==> src/rtl/term_cfg_repeater.sv <==
// Configuration-path repeater for fabric-edge terminal tiles: pipelines FrameData and
// FrameStrobe to the next tile and keeps statistics on strobe activity.
module term_cfg_repeater #(
  parameter int FrameBitsPerRow = 32,
  parameter int MaxFramesPerCol = 20,
  parameter int PipeStages      = 1,
  parameter int StrobeGuard     = 0,
  parameter int CountWidth      = 16
) (
  input  logic                               UserCLK,
  input  logic                               Reset,
  output logic                               UserCLKo,
  input  logic [FrameBitsPerRow-1:0]         FrameData,
  input  logic [MaxFramesPerCol-1:0]         FrameStrobe,
  output logic [FrameBitsPerRow-1:0]         FrameData_O,
  output logic [MaxFramesPerCol-1:0]         FrameStrobe_O,
  input  logic                               ClearStats,
  output logic [CountWidth-1:0]              StrobeEvents,
  output logic [$clog2(MaxFramesPerCol)-1:0] LastStrobeIdx,
  output logic                               MultiStrobeErr
);

  localparam int IdxW  = $clog2(MaxFramesPerCol);
  localparam int PW    = FrameBitsPerRow + MaxFramesPerCol;
  localparam bit Guard = (StrobeGuard != 0);

  logic                       any;
  logic                       multi;
  logic                       any_q;
  logic                       strobe_event;
  logic [MaxFramesPerCol-1:0] gated;
  logic [IdxW-1:0]            low_idx;

  // The clock leaves the tile on a plain wire so the buffer cell can be placed by the tool.
  assign UserCLKo = UserCLK;

  // Clearing the lowest set bit leaves something only when two or more bits were set.
  assign any          = |FrameStrobe;
  assign multi        = |(FrameStrobe & (FrameStrobe - MaxFramesPerCol'(1)));
  assign gated        = (Guard && multi) ? '0 : FrameStrobe;
  assign strobe_event = any && !any_q;

  always_comb begin
    low_idx = '0;
    for (int i = MaxFramesPerCol - 1; i >= 0; i--) begin
      if (FrameStrobe[i]) low_idx = IdxW'(i);
    end
  end

  if (PipeStages == 0) begin : g_comb
    assign FrameData_O   = FrameData;
    assign FrameStrobe_O = gated;
  end else begin : g_pipe
    logic [PW-1:0] pipe [PipeStages];

    always_ff @(posedge UserCLK) begin
      if (Reset) begin
        for (int i = 0; i < PipeStages; i++) pipe[i] <= '0;
      end else begin
        pipe[0] <= {FrameData, gated};
        for (int i = 1; i < PipeStages; i++) pipe[i] <= pipe[i-1];
      end
    end

    assign {FrameData_O, FrameStrobe_O} = pipe[PipeStages-1];
  end

  // ClearStats wins over a simultaneous event, but edge tracking keeps running through it.
  always_ff @(posedge UserCLK) begin
    if (Reset) begin
      any_q          <= 1'b0;
      StrobeEvents   <= '0;
      LastStrobeIdx  <= '0;
      MultiStrobeErr <= 1'b0;
    end else begin
      any_q <= any;
      if (ClearStats) begin
        StrobeEvents   <= '0;
        LastStrobeIdx  <= '0;
        MultiStrobeErr <= 1'b0;
      end else begin
        if (strobe_event) begin
          if (StrobeEvents != '1) StrobeEvents <= StrobeEvents + CountWidth'(1);
          LastStrobeIdx <= low_idx;
        end
        if (multi) MultiStrobeErr <= 1'b1;
      end
    end
  end

endmodule

==> config.mk <==
export PLATFORM = sky130hd
export DESIGN_NAME = term_cfg_repeater
export DESIGN_NICKNAME = d
export VERILOG_FILES = /design/src/rtl/term_cfg_repeater.sv
export SDC_FILE = /design/constraint.sdc
export NUM_CORES = 1
export LEC_CHECK = 0
export ABC_AREA = 1
export BUFFER_PORTS_ARGS = -buffer_cell sky130_fd_sc_hd__buf_2
export CORE_MARGIN = 1
export CORE_UTILIZATION = 33
export DETAILED_ROUTE_END_ITERATION = 8
export GPL_ROUTABILITY_DRIVEN = 0
export HOLD_SLACK_MARGIN = 0.03
export MAX_ROUTING_LAYER = met4
export PLACE_DENSITY = 0.71
export SLEW_MARGIN = 15
export SYNTH_ARGS = -nofsm -noshare
export SYNTH_HDL_FRONTEND = slang
export SYNTH_SLANG_ARGS = --single-unit
export TNS_END_PERCENT = 5
==> constraint.sdc <==
create_clock -name UserCLK -period 4.3 [get_ports UserCLK]
set_input_delay 0.43 -clock UserCLK [delete_from_list [all_inputs] [get_ports UserCLK]]
set_output_delay 0.43 -clock UserCLK [all_outputs]
set_load 0.05 [all_outputs]
Word level (Yosys, flattened, before mapping)
Memory sizes are Yosys's and may differ from the RTL's.
Index checks and enable logic that the tools add are counted.
{"block": "classes", "reduce_logical": 7, "n_addsub": 2, "muxes": 25, "n_eq_ne": 1, "bitwise_logic": 1}
{"operator": "$mux W5", "n": 20}
{"operator": "$mux W52", "n": 1}
{"operator": "$reduce_or A52 Y1", "n": 1}
{"operator": "$reduce_or A20 Y1", "n": 2}
{"operator": "$and A20 B20 Y20", "n": 1}
{"operator": "$sub A20 B1 Y20 const B", "n": 1}
{"operator": "$add A16 B1 Y16 const B", "n": 1}
{"operator": "$ne A16 B16 Y1 const B", "n": 1}
{"operator": "$mux W1", "n": 4}
{"operator": "$reduce_and A2 Y1", "n": 1}
{"operator": "$reduce_or A2 Y1", "n": 1}
{"operator": "$logic_and A1 B1 Y1", "n": 1}
{"operator": "$logic_not A1 Y1", "n": 1}
{"block": "totals", "elab_cells": 41, "memories": 1, "ff_bits": 23, "ram_bits": 52, "inputBits": 55, "out_inout_bits": 75}
{"memory": "g_pipe.pipe", "words": 1, "word_bits": 52, "rd": 1, "rd_clocked_by_memory_dff": 0, "wr": 1, "line": "54", "rtl": "logic [PW-1:0] pipe [PipeStages];"}

Longest topological paths before layout
{"block": "logic_depth", "word_depth": 20, "mapped_depth": 19}

==> summary.txt <==
Outcome
  • Status: finished clean

Die
  • Die Ht: 97.3 microns
  • Initial Util: 0.342
  • Placeable Area: 8760 sq um
  • Die area: 9470 sq um
  • I/O pin total: 130
  • Row count: 34
  • Die Wd: 97.3 microns

Synth
  • Yosys top cell area share: 0.501
  • Synth Warn #: 0
  • Mapped Nets: 451
  • Area contributors post-synth: dfxtp_1, nor2_1, inv_1
  • Synth area leader: dfxtp_1
  • Mapped Avg Cell Area: 7.59 sq um
  • Post-synthesis sequential area ratio: 0.501
  • Yosys cell types: 34
  • #FFs+latches synth: 75
  • Post-Syn Instances: 395
  • Post-Syn Area: 3000 sq um

STA
  • Final count of hold timing violations: 0
  • Setup TNS: 0 ns
  • Least-Margin Pin Slew: 0.882 ns
  • RSZ-0062 raised after global routing: false
  • Clock skew: 0.00431 ns
  • Slew Limit Fails: 0
  • Final setup viols: 0
  • Slew HR: 0.410

Detailed routing
  • Routed Antenna Nets: 0
  • WL final: 7390 microns
  • DR WL/cell: 11.5 microns
  • Vias/cell: 4.51
  • Vias: 2,899
  • Initial drt markers: 66
  • # DRC: 0
  • TritonRoute pass-1 iters: 4

Layout
  • Layout area overhead: 33.1%
  • Share of layout cells above drive strength 1: 0.338
  • NumNets Final: 586
  • Antenna cells: 0

Worst setup path
  • Max FO, Critical Path: 2
  • CP max stage delay: 0.20 ns
  • Critical path class: clk2out
  • Critical Path RT: 3.87 ns
  • Worst-path cell chain: clkbuf_8 -> clkbuf_8 -> buf_2
  • Crit-path most repeated cell: clkbuf_8
  • CP arrival: 2.59 ns
  • Crit end category: primary output
  • CP max stage cell: buf_2
  • CP startpoint kind: clock port

Job
  • Max cap viols: 0

Pwr
  • Clock network fraction of total power: 0.418
  • Switching power: 0.000526 W
  • Register share of total power: 0.441
  • VDD IR max: 0.000174 V
  • Int Pwr: 0.00113 W
  • Comb pwr share: 0.141
  • Net Sw Frac: 0.318
  • Power, Total: 0.00165 W
  • LEAKAGE: 2.08 nW
  • Pwr/cell area: 415 nW/um^2

Clock network
  • Hold Buf Count CTS: 0
  • Post-CTS Resized: 0
  • Clock Latency Late Sink: 0.45 ns
  • TritonCTS clock tree: yes
  • Reg clk slew, reported paths: 0.09 ns
  • Setup bufs post-CTS: 0

Global route
  • Total GRT Usage: 0.170
  • Global-route wire length before repair: 12,300 microns
  • Vias in the first global route: 2,820
  • Largest net degree at the start of global routing: 54
  • Initial antenna violation count: 0
  • GR Overflow Total: 0

Placed design
  • Post-detail-place hpwl: 5650 microns
  • # port buffers: 129

Hold path
  • Hold Crit Class: in2reg
sequential cells by signal (all words and copies together) (netlist names):
name            cells
g_pipe.pipe        52
LastStrobeIdx       5
any_q               1
StrobeEvents       16
MultiStrobeErr      1
power by group through the flow:
stage | clock network, W | registers [W] | logic [W]
floorplan | 0.0000501 | 0.000847 | 0.0000644
global placement | 0.0000444 | 0.000745 | 0.000232
detailed placement | 0.0000444 | 0.000747 | 0.000234
CTS | 0.000708 | 0.000731 | 0.000235
global route | 0.000744 | 0.000733 | 0.000251
finish | 0.000691 | 0.000730 | 0.000233
path summary, 6_finish.rpt:
check | from | end | slack (ns) | cells past startpoint
max | UserCLK | UserCLKo | 1.28 | 3
min reg2reg | LastStrobeIdx[3] | LastStrobeIdx[3] | 0.48 | 2
min | FrameData[2] | g_pipe.pipe[0][22] | 0.17 | 3
max reg2reg | StrobeEvents[1] | StrobeEvents[7] | 2.18 | 13
placed cells by master (no fill, tap or decap), types with 2 or more instances in the layout:
cell type	netlist	final
buf_2	0	129
o22ai_1	2	2
dfxtp_1	75	75
xor2_1	2	2
nand2_1	57	57
inv_1	64	64
nor2_1	86	86
nand2_4	5	5
o21ai_1	2	2
o21ai_0	13	13
inv_2	9	9
a31oi_1	4	4
clkinv_4	1	2
nor3_1	6	6
clkbuf_8	0	12
nor4_1	4	4
inv_6	0	2
nand2_2	5	5
nor2_4	6	6
a21oi_1	21	21
nand3_1	6	6
inv_8	0	2
nand4_1	6	6
cells in the mapped netlist:
cell type	count
o21a_1	1
a31oi_1	4
ha_1	1
nor2_2	1
o22ai_1	2
buf_4	1
nand3_4	1
nor3_4	1
nand2_4	5
o21ai_0	13
inv_2	9
clkinv_4	1
nand4_1	6
nand2_1	57
o211ai_1	1
nor3_1	6
nor4_1	4
nor2_4	6
dfxtp_1	75
xor2_1	2
xnor2_1	1
nor2_1	86
nor3_2	1
a21oi_2	1
nand2_2	5
clkbuf_1	7
inv_1	64
buf_6	1
clkinv_1	1
o21ai_1	2
nand3_1	6
o41ai_1	1
a21oi_1	21
o21bai_2	1
layer usage:
metal / up-vias / global-route usage / share of wire
met5: - / - / 0
met4: 0 / 0.119 / 0.036
met3: 24 / 0.0511 / 0.065
met2: 121 / 0.279 / 0.48
met1: 1280 / 0.174 / 0.41
li1: 1474 / - / -
metrics by stage:
stage / util / hold WS [ns] / cells / worst slack, ns / cell area [sq um]
finish: 0.455 / 0.174 / 643 / 1.28 / 3990
global placement: 0.427 / 0.449 / 624 / 1.53 / 3740
floorplan: - / 0.480 / 395 / 1.55 / 3000
global route: 0.455 / 0.148 / 643 / 1.27 / 3990
CTS: 0.455 / 0.158 / 643 / 1.28 / 3990
detailed placement: 0.427 / 0.460 / 624 / 1.53 / 3740
critical path: cells and delay by family:
family	cells	cell delay [ns]
buf+inv	3	0.43
cell families (layout without fill, tap and decap cells):
| kind of cell | after synthesis | after routing | synth area share |
|---|---|---|---|
| compound gates | 47 | 47 | 0.0872 |
| simple gates | 185 | 185 | 0.288 |
| buf+inv | 84 | 224 | 0.111 |
| flops | 75 | 75 | 0.501 |
| xor+xnor | 3 | 3 | 0.00877 |
| fa+ha+maj | 1 | 1 | 0.00417 |
area by class of cell:
class / count / area, sq um
fillers: 886 / 4770
clock inverters: 7 / 83.8
inverters: 75 / 287
well taps: 108 / 135
clock buffers: 13 / 170
multi-input cells: 236 / 1160
repair buffers: 129 / 648
flip-flops and latches: 75 / 1500
Power figures use the tool's default switching activity.
